<file path="src/rtl/osd_overlay_if.sv">
// rtl/osd_overlay_if.sv - parallel video stream bundle (hs/vs/de/data)
interface osd_overlay_if #(
   parameter int DATA_W = 24
);
   logic              hs;
   logic              vs;
   logic              de;
   logic [DATA_W-1:0] data;

   modport master (output hs, vs, de, data);
   modport slave  (input  hs, vs, de, data);
endinterface

</file>
<file path="src/rtl/osd_overlay.sv">
// rtl/osd_overlay.sv - inline 1bpp bitmap overlay with ROM fetch and per-frame shadow config
// Optional 2x scaling is built when OSD_SCALE2X_EN is defined.
module osd_overlay #(
   parameter int DATA_W  = 24,
   parameter int COORD_W = 12,
   parameter int OSD_W   = 344,
   parameter int OSD_H   = 48,
   parameter int ROM_DW  = 8,
   parameter int ROM_AW  = 13,
   parameter int VS_POL  = 1
) (
   input  logic               pclk,
   input  logic               rst_n,
   osd_overlay_if.slave       vin,
   osd_overlay_if.master      vout,
   input  logic               osd_en,
   input  logic [COORD_W-1:0] osd_x,
   input  logic [COORD_W-1:0] osd_y,
   input  logic [DATA_W-1:0]  fg_color,
   input  logic [DATA_W-1:0]  bg_color,
   input  logic               bg_en,
`ifdef OSD_SCALE2X_EN
   input  logic               scale2x,
`endif
   output logic [ROM_AW-1:0]  rom_addr,
   input  logic [ROM_DW-1:0]  rom_q
);

   localparam int CW1  = COORD_W + 1;
   localparam int BS_W = $clog2(ROM_DW);
   localparam int P_W  = ROM_AW + BS_W;
   localparam logic [CW1-1:0] W_1X     = CW1'(OSD_W);
   localparam logic [CW1-1:0] H_1X     = CW1'(OSD_H);
   localparam logic [P_W-1:0] ROW_STEP = P_W'(OSD_W);
`ifdef OSD_SCALE2X_EN
   localparam logic [CW1-1:0] W_2X     = CW1'(2 * OSD_W);
   localparam logic [CW1-1:0] H_2X     = CW1'(2 * OSD_H);
`endif

   logic               vs_prev, de_prev;
   logic [COORD_W-1:0] x_cnt, y_cnt;
   logic               sh_en, sh_bg_en;
   logic [COORD_W-1:0] sh_x, sh_y;
   logic [DATA_W-1:0]  sh_fg, sh_bg;
   logic [P_W-1:0]     row_base;
`ifdef OSD_SCALE2X_EN
   logic               sh_s2;
`endif

   logic               vs_act, vs_edge, de_fall;
   logic [CW1-1:0]     x_e, y_e, ox_e, oy_e, span_w, span_h, dx, col;
   logic               in_x, in_y, row_last, hit;
   logic [P_W-1:0]     pix;

   logic               hit_q, hs_q, vs_q, de_q;
   logic [BS_W-1:0]    bit_q;
   logic [DATA_W-1:0]  alt_q, fg_q;

   always_comb begin
      vs_act  = (vin.vs == (VS_POL != 0));
      vs_edge = vs_act & ~vs_prev;
      de_fall = de_prev & ~vin.de;
      x_e     = {1'b0, x_cnt};
      y_e     = {1'b0, y_cnt};
      ox_e    = {1'b0, sh_x};
      oy_e    = {1'b0, sh_y};
      dx      = x_e - ox_e;
`ifdef OSD_SCALE2X_EN
      span_w   = sh_s2 ? W_2X : W_1X;
      span_h   = sh_s2 ? H_2X : H_1X;
      col      = sh_s2 ? (dx >> 1) : dx;
      // odd offset from osd_y is the second screen line of a bitmap row
      row_last = sh_s2 ? (y_cnt[0] ^ sh_y[0]) : 1'b1;
`else
      span_w   = W_1X;
      span_h   = H_1X;
      col      = dx;
      row_last = 1'b1;
`endif
      in_x = (x_e >= ox_e) && (x_e < ox_e + span_w);
      in_y = (y_e >= oy_e) && (y_e < oy_e + span_h);
      hit  = vin.de & sh_en & in_x & in_y;
      pix  = row_base + P_W'(col);
   end

   // Counters, frame shadow and row base
   always_ff @(posedge pclk or negedge rst_n) begin
      if (!rst_n) begin
         vs_prev  <= 1'b0;
         de_prev  <= 1'b0;
         x_cnt    <= '0;
         y_cnt    <= '0;
         sh_en    <= 1'b0;
         sh_bg_en <= 1'b0;
         sh_x     <= '0;
         sh_y     <= '0;
         sh_fg    <= '0;
         sh_bg    <= '0;
         row_base <= '0;
`ifdef OSD_SCALE2X_EN
         sh_s2    <= 1'b0;
`endif
      end else begin
         vs_prev <= vs_act;
         de_prev <= vin.de;
         x_cnt   <= vin.de ? x_cnt + COORD_W'(1) : '0;
         if (vs_edge)
            y_cnt <= '0;
         else if (de_fall)
            y_cnt <= y_cnt + COORD_W'(1);
         if (vs_edge) begin
            sh_en    <= osd_en;
            sh_bg_en <= bg_en;
            sh_x     <= osd_x;
            sh_y     <= osd_y;
            sh_fg    <= fg_color;
            sh_bg    <= bg_color;
            row_base <= '0;
`ifdef OSD_SCALE2X_EN
            sh_s2    <= scale2x;
`endif
         end else if (de_fall && in_y && row_last) begin
            row_base <= row_base + ROW_STEP;
         end
      end
   end

   // Stage 1: ROM address and pre-selected colours travel with the pixel
   always_ff @(posedge pclk or negedge rst_n) begin
      if (!rst_n) begin
         rom_addr <= '0;
         bit_q    <= '0;
         hit_q    <= 1'b0;
         hs_q     <= 1'b0;
         vs_q     <= 1'b0;
         de_q     <= 1'b0;
         alt_q    <= '0;
         fg_q     <= '0;
      end else begin
         hit_q <= hit;
         if (hit) begin
            rom_addr <= pix[P_W-1:BS_W];
            bit_q    <= pix[BS_W-1:0];
         end
         hs_q  <= vin.hs;
         vs_q  <= vin.vs;
         de_q  <= vin.de;
         alt_q <= (hit && sh_bg_en) ? sh_bg : vin.data;
         fg_q  <= sh_fg;
      end
   end

   // Stage 2: blend with the ROM word returned for the stage-1 address
   always_ff @(posedge pclk or negedge rst_n) begin
      if (!rst_n) begin
         vout.hs   <= 1'b0;
         vout.vs   <= 1'b0;
         vout.de   <= 1'b0;
         vout.data <= '0;
      end else begin
         vout.hs   <= hs_q;
         vout.vs   <= vs_q;
         vout.de   <= de_q;
         vout.data <= (hit_q && rom_q[bit_q]) ? fg_q : alt_q;
      end
   end

endmodule

</file>
<file path="src/flat_wrapper.sv">
// flat-port wrapper written by rule: the top's interface ports become plain ports
module osd_overlay_flat 
#(
   parameter int DATA_W  = 24,
   parameter int COORD_W = 12,
   parameter int OSD_W   = 344,
   parameter int OSD_H   = 48,
   parameter int ROM_DW  = 8,
   parameter int ROM_AW  = 13,
   parameter int VS_POL  = 1
)
  (pclk, rst_n, osd_en, osd_x, osd_y, fg_color, bg_color, bg_en, rom_addr, rom_q, vin_hs, vin_vs, vin_de, vin_data, vout_hs, vout_vs, vout_de, vout_data);
  osd_overlay_if #(.DATA_W(DATA_W)) vin_i ();
  osd_overlay_if #(.DATA_W(DATA_W)) vout_i ();
  input  logic pclk;
  input  logic rst_n;
  input  logic osd_en;
  input  logic [COORD_W-1:0] osd_x;
  input  logic [COORD_W-1:0] osd_y;
  input  logic [DATA_W-1:0] fg_color;
  input  logic [DATA_W-1:0] bg_color;
  input  logic bg_en;
  output logic [ROM_AW-1:0] rom_addr;
  input  logic [ROM_DW-1:0] rom_q;
  input wire logic [$bits(vin_i.hs)-1:0] vin_hs;
  input wire logic [$bits(vin_i.vs)-1:0] vin_vs;
  input wire logic [$bits(vin_i.de)-1:0] vin_de;
  input wire logic [$bits(vin_i.data)-1:0] vin_data;
  output wire logic [$bits(vout_i.hs)-1:0] vout_hs;
  output wire logic [$bits(vout_i.vs)-1:0] vout_vs;
  output wire logic [$bits(vout_i.de)-1:0] vout_de;
  output wire logic [$bits(vout_i.data)-1:0] vout_data;
  assign vin_i.hs = vin_hs;
  assign vin_i.vs = vin_vs;
  assign vin_i.de = vin_de;
  assign vin_i.data = vin_data;
  assign vout_hs = vout_i.hs;
  assign vout_vs = vout_i.vs;
  assign vout_de = vout_i.de;
  assign vout_data = vout_i.data;
  osd_overlay #(.DATA_W(DATA_W), .COORD_W(COORD_W), .OSD_W(OSD_W), .OSD_H(OSD_H), .ROM_DW(ROM_DW), .ROM_AW(ROM_AW), .VS_POL(VS_POL)) u_core (.pclk(pclk), .rst_n(rst_n), .vin(vin_i), .vout(vout_i), .osd_en(osd_en), .osd_x(osd_x), .osd_y(osd_y), .fg_color(fg_color), .bg_color(bg_color), .bg_en(bg_en), .rom_addr(rom_addr), .rom_q(rom_q));
endmodule
</file>
<file path="config.mk">
export PLATFORM = sky130hd
export DESIGN_NAME = osd_overlay_flat
export DESIGN_NICKNAME = d
export VERILOG_FILES = /design/src/rtl/osd_overlay_if.sv /design/src/rtl/osd_overlay.sv /design/src/flat_wrapper.sv
export SDC_FILE = /design/constraint.sdc
export NUM_CORES = 1
export LEC_CHECK = 0
export ABC_AREA = 1
export CAP_MARGIN = 15
export CORE_MARGIN = 1
export CORE_UTILIZATION = 61
export CTS_BUF_LIST = sky130_fd_sc_hd__clkbuf_4
export DETAILED_ROUTE_END_ITERATION = 10
export GPL_TIMING_DRIVEN = 0
export PLACE_DENSITY = 0.88
export RECOVER_POWER = 25
export SLEW_MARGIN = 20
export SYNTH_ARGS = -nofsm -noshare
export SYNTH_HDL_FRONTEND = slang
export SYNTH_SLANG_ARGS = --single-unit
</file>
<file path="constraint.sdc">
create_clock -name pclk -period 4.4 [get_ports pclk]
set_input_delay 0.66 -clock pclk [delete_from_list [all_inputs] [get_ports pclk]]
set_output_delay 0.66 -clock pclk [all_outputs]
set_load 0.03 [all_outputs]
</file>
# ---- Word-level counts from Yosys, hierarchy flattened
# Index checks and enable logic that the tools add are counted.
dict set report classes {
  add_sub_neg 7
  magnitude_cmp 5
  n_mux 9
  n_bitwise 7
  n_reduce_logical 7
}
# op n
set ops {}
lappend ops {{$mux W24} 2}
lappend ops {{$mux W12} 3}
lappend ops {{$mux W16} 2}
lappend ops {{$lt A12 B13 Y1} 2}
lappend ops {{$add A12 B1 Y12 const B} 2}
lappend ops {{$ge A12 B12 Y1} 2}
lappend ops {{$add A16 B13 Y16} 1}
lappend ops {{$add A16 B9 Y16 const B} 1}
lappend ops {{$add A12 B6 Y13 const B} 1}
lappend ops {{$add A12 B9 Y13 const B} 1}
lappend ops {{$sub A12 B12 Y13} 1}
lappend ops {{$and A1 B1 Y1} 5}
lappend ops {{$logic_and A1 B1 Y1} 5}
lappend ops {{$lt A3 B4 Y1 const B} 1}
lappend ops {{$reduce_bool A2 Y1} 2}
lappend ops {{$bmux W1 S3} 1}
lappend ops {{$not A1 Y1} 2}
lappend ops {{$mux W1} 1}
dict set report totals {
  reg_bits 209
  in_bits 111
  out_inout_bits 40
  elab_cells 56
}

# ---- Longest topological paths before layout
dict set report logic_depth {
  depth_word 7
  mapped_depth 21
  depth_no_buf 20
}

# ---- Least setup slack after synthesis
# OpenSTA, ideal clock, no wires.
dict set report synth_path {
  kind {register -> register}
  from {reg u_core.x_cnt[0]}
  to {reg u_core.rom_addr[6]}
  setup_ps 123
  arrival_ps 2726
  t_required_ps 4277
  setup_slack_ps 1551
  stages_incl_launch_ff 14
  n_path_buf 0
  synth_period_minus_slack_ps 2849
  cell_sequence {dfrtp_1 > inv_1 > ha_1 > fa_1 > o21ai_0 > a21oi_1 > o221ai_1 > xor2_1 > ha_1 > a21oi_1 > o21ai_0 > a21oi_1 > xor2_1 > o21ai_1}
}
dict set report synth_via {
  elab_chain_len 4
  elab_cells_between_ends 7
  cone_classes {add/sub: 2; order compare: 2; bitwise: 2; reduce/logical: 1}
}
# item line
set synth_rtl {}
lappend synth_rtl {{start: declaration} osd_overlay.sv:41} ;# logic [COORD_W-1:0] x_cnt, y_cnt;
lappend synth_rtl {{start signal: assignment} osd_overlay.sv:106} ;# x_cnt <= vin.de ? x_cnt + COORD_W'(1) : '0;
lappend synth_rtl {{branches (longest 4 deep; another with $add A16 B13 Y16)} -}
lappend synth_rtl {{end signal: assignment} osd_overlay.sv:142} ;# rom_addr <= pix[P_W-1:BS_W];
lappend synth_rtl {{end: declaration} osd_overlay.sv:25} ;# output logic [ROM_AW-1:0] rom_addr,
# Parallel ways; which one is timed is not known.
# A chain may end at the register's enable or synchronous reset.

# ---- Worst setup path after layout
dict set report layout_path {
  from {reg u_core.x_cnt[0]}
  to {reg u_core.rom_addr[12]}
}
# The elaborated chain is that of the path after synthesis.

==> results.json <==
{
  "synthesis.instances": 1224,
  "period_needed_ns": 3.25,
  "track_usage": 0.299,
  "antenna_found_initial": 1,
  "synth_compound_area_frac": 0.0877,
  "worst_ir_drop_vdd_v": 0.000288,
  "num_rows": 47,
  "synth_top_family_by_area": "simple AND/OR/NAND/NOR gates",
  "end_kind": "register",
  "cts_tree": "done",
  "syn_nets": 1393,
  "num-fill-cells": 1145,
  "drcViolationCount": 0,
  "holdCritPathClass": "register to register",
  "ys_ff_latch": 206,
  "worstMarginPinSlew_ns": 2.33,
  "via_count": 9022,
  "max-cap-violations": 1,
  "crit_required_ns": 4.95,
  "initial_utilization": 0.624,
  "fmax_ghz": 0.307,
  "startpoint_type": "register",
  "crit_fanout": 4,
  "root_buffer": "clkbuf_4",
  "status": "finished with violations",
  "dr.pass1.iters": 5,
  "core_area_um2": 16500,
  "synth_edf_count": 0,
  "seq_area_um2": 5150,
  "syn_avg_cell_area_um2": 8.43,
  "synth.area.mux_share": 0.00194,
  "port_buffers": 150,
  "layout-area-overhead-vs-synth_pct": 24.0,
  "min_to": "u_core.vout.hs",
  "synth_ff_type": "dfrtp_1",
  "timing.final.ws_setup_ns": 1.15,
  "reg2reg_depth": 14,
  "finalSetupViolCount": 0,
  "layout.cells.most_common_list": "412 x nand2_1, 206 x dfrtp_1, 146 x clkdlybuf4s50_1, 125 x inv_1, 82 x o21ai_0",
  "min_path_cells": 0,
  "place_hpwl_mm": 17.9,
  "finalNonFillerCells": 1687,
  "nets": 1599,
  "rsz0062_at_grt": "false",
  "drt_iter0_drc": 583,
  "ant_nets": 0,
  "syn-cell-area_um2": 10300,
  "pwr-share-seq": 0.472,
  "place_area_um2": 12200,
  "pre_cts_ws_ns": 1.17,
  "max-clock-path-buffers": 3,
  "p_int_mw": 3.17,
  "swShare": 0.294,
  "finalCritPeriodShare": 0.740,
  "synth-simple-area-share": 0.241,
  "synth_fa_ha_area_frac": 0.0711,
  "synth_cell_type_count": 45,
  "cts-buffers-inserted": 51,
  "grt_pass1_vias": 8894,
  "grt-ovfl-total": 0,
  "powerDensity_nw_per_um2": 351,
  "dieArea_um2": 17400,
  "p_clk_frac": 0.357,
  "cts_htree_levels": 2,
  "die_w_um": 132,
  "final_common_cell": "nand2_1",
  "relSlewSlack": -0.554,
  "routedWlPerCell_um": 14.9,
  "crit_arrival_ns": 3.80,
  "cts_resized": 0,
  "min-delay-start": "u_core.hs_q",
  "p_comb_frac": 0.171,
  "drv_slew": 44,
  "io_pins": 151,
  "power_switching_mw": 1.32,
  "ys_warn_count": 0,
  "die_height_um": 132,
  "r2r-start": "u_core.x_cnt[0]",
  "multi_input_area_um2": 4470,
  "yosysSeqAreaShare": 0.500,
  "clock_sinks": 206,
  "violations": "max-capacitance violations, max-slew violations",
  "drive_gt1_frac": 0.0914,
  "gp_congestion": 0.859,
  "clk_pin_slew_ns": 0.07,
  "grt_start_max_net_pins": 101,
  "clk_latency_ns": 0.68,
  "async_reset_ff_frac": 1.00,
  "holdWs_ns": 0.353,
  "p_leak_nw": 6.61,
  "finalHoldViolCount": 0,
  "viasPerCell": 5.35,
  "r2r_slack_ns": 1.15,
  "dp_cells": 1596,
  "grt_first_pass_wirelength_mm": 41.4,
  "synthXorXnorAreaFrac": 0.0314,
  "wl_mm": 25.1,
  "critPathKind": "register to register",
  "reg2reg_to": "u_core.rom_addr[12]",
  "fin_skew_ns": 0.0428,
  "design_area_um2": 12800
}
## sequential cells by signal (all words and copies together) (netlist names), 3 cells and up
name / count
u_core.x_cnt: 12
u_core.bit_q: 3
u_core.rom_addr: 13
u_core.alt_q: 24
u_core.row_base: 13
u_core.sh_y: 12
u_core.fg_q: 24
u_core.sh_fg: 24
u_core.sh_x: 12
u_core.vout.data: 24
u_core.sh_bg: 24
u_core.y_cnt: 12
## critical path: stages, from the launching register on
cell	delay, ns
dfrtp_1	0.41
inv_1	0.07
ha_1	0.23
fa_1	0.44
o21ai_0	0.30
a21oi_1	0.16
o221ai_1	0.25
xor2_1	0.18
ha_1	0.31
a21oi_1	0.22
o21bai_1	0.11
nand2_1	0.07
nand3_1	0.07
xnor2_1	0.26
o21ai_2	0.09
## worst max-delay path by stage
| stage | end | cells past startpoint | startpoint | slack, ns |
|---|---|---|---|---|
| 2_1_floorplan | u_core.rom_addr[6] | 13 | u_core.x_cnt[0] | 1.55 |
| 3_3_place_gp | u_core.sh_y[8] | 1 | rst_n | -5.54 |
| 3_5_place_dp | u_core.rom_addr[11] | 15 | u_core.x_cnt[0] | 1.17 |
| 4_1_cts | u_core.rom_addr[11] | 15 | u_core.x_cnt[0] | 1.14 |
| 5_1_grt | u_core.rom_addr[11] | 15 | u_core.x_cnt[0] | 0.79 |
| 6_report | u_core.rom_addr[12] | 14 | u_core.x_cnt[0] | 1.15 |
## stage by stage
stage	total power [mW]	TNS (ns)	utilization
after floorplan	2.60	0	-
after global placement	2.87	-1136.92	0.732
after detailed placement	2.91	0	0.735
after CTS	4.52	0	0.775
after global routing	4.71	0	0.774
final	4.49	0	0.774
## cells in the mapped netlist (2+ instances only)
cell | instances | share of area
o21ai_0 | 82 | 0.040
or2_2 | 4 | 0.0024
nand3b_1 | 2 | 0.0015
o21a_1 | 2 | 0.0015
o221ai_1 | 2 | 0.0017
nand2_2 | 5 | 0.0030
a21o_1 | 5 | 0.0036
dfrtp_1 | 206 | 0.50
nand3_1 | 67 | 0.033
ha_1 | 57 | 0.069
a31oi_1 | 2 | 0.0012
inv_1 | 125 | 0.045
o21bai_1 | 4 | 0.0029
buf_2 | 9 | 0.0044
nand4_1 | 17 | 0.010
a21oi_1 | 51 | 0.025
nand3_2 | 10 | 0.0097
inv_2 | 7 | 0.0025
nor3_1 | 9 | 0.0044
o21ai_1 | 8 | 0.0039
nor2_2 | 3 | 0.0018
xor2_1 | 31 | 0.026
buf_6 | 3 | 0.0033
nand2_1 | 412 | 0.15
clkbuf_1 | 23 | 0.0084
o21ai_2 | 6 | 0.0051
xnor2_1 | 6 | 0.0051
nor2_1 | 48 | 0.017
mux2i_1 | 2 | 0.0019
## kinds of logic after synthesis
group / Yosys count
muxes: 2
buffers and inverters: 170
other: 1
and+or+nand+nor: 584
AOI/OAI and AO/OA: 166
adders and majority gates: 58
xor gates and xnor gates: 37
DFF: 206
## cell type report
| cell class | instances | area share |
|---|---|---|
| buffer | 37 | 0.0146 |
| clock inverter | 17 | 0.00783 |
| antenna | 1 | 0.000196 |
| clock buffer | 72 | 0.0423 |
| sequential | 206 | 0.403 |
| tap | 220 | 0.0215 |
| inverter | 133 | 0.0390 |
| multi-input combinational | 848 | 0.350 |
| timing repair buffer | 153 | 0.122 |
## power by group through the flow
stage	combinational [mW]	clock (mW)	sequential [mW]
floorplan	0.443	0	2.16
global placement	0.727	0	2.14
detailed placement	0.760	0	2.15
CTS	0.773	1.63	2.12
global route	0.868	1.72	2.13
finish	0.769	1.60	2.12
## layer usage
layer | wire length [um] | global-route usage | vias up
met1 | 10500 | 0.380 | 4277
met3 | 1640 | 0.0607 | 60
met2 | 12200 | 0.499 | 329
met4 | 758 | 0.127 | 0
li1 | - | - | 4356
met5 | 0 | 0 | -
## timing repair
| item | in CTS | in global routing |
|---|---|---|
| endpoints found under the hold margin | 43 | 0 |
| hold buffers | 1 | 0 |
| buffers inserted | 0 | 0 |
No activity file was read; power rests on OpenSTA's default activity.
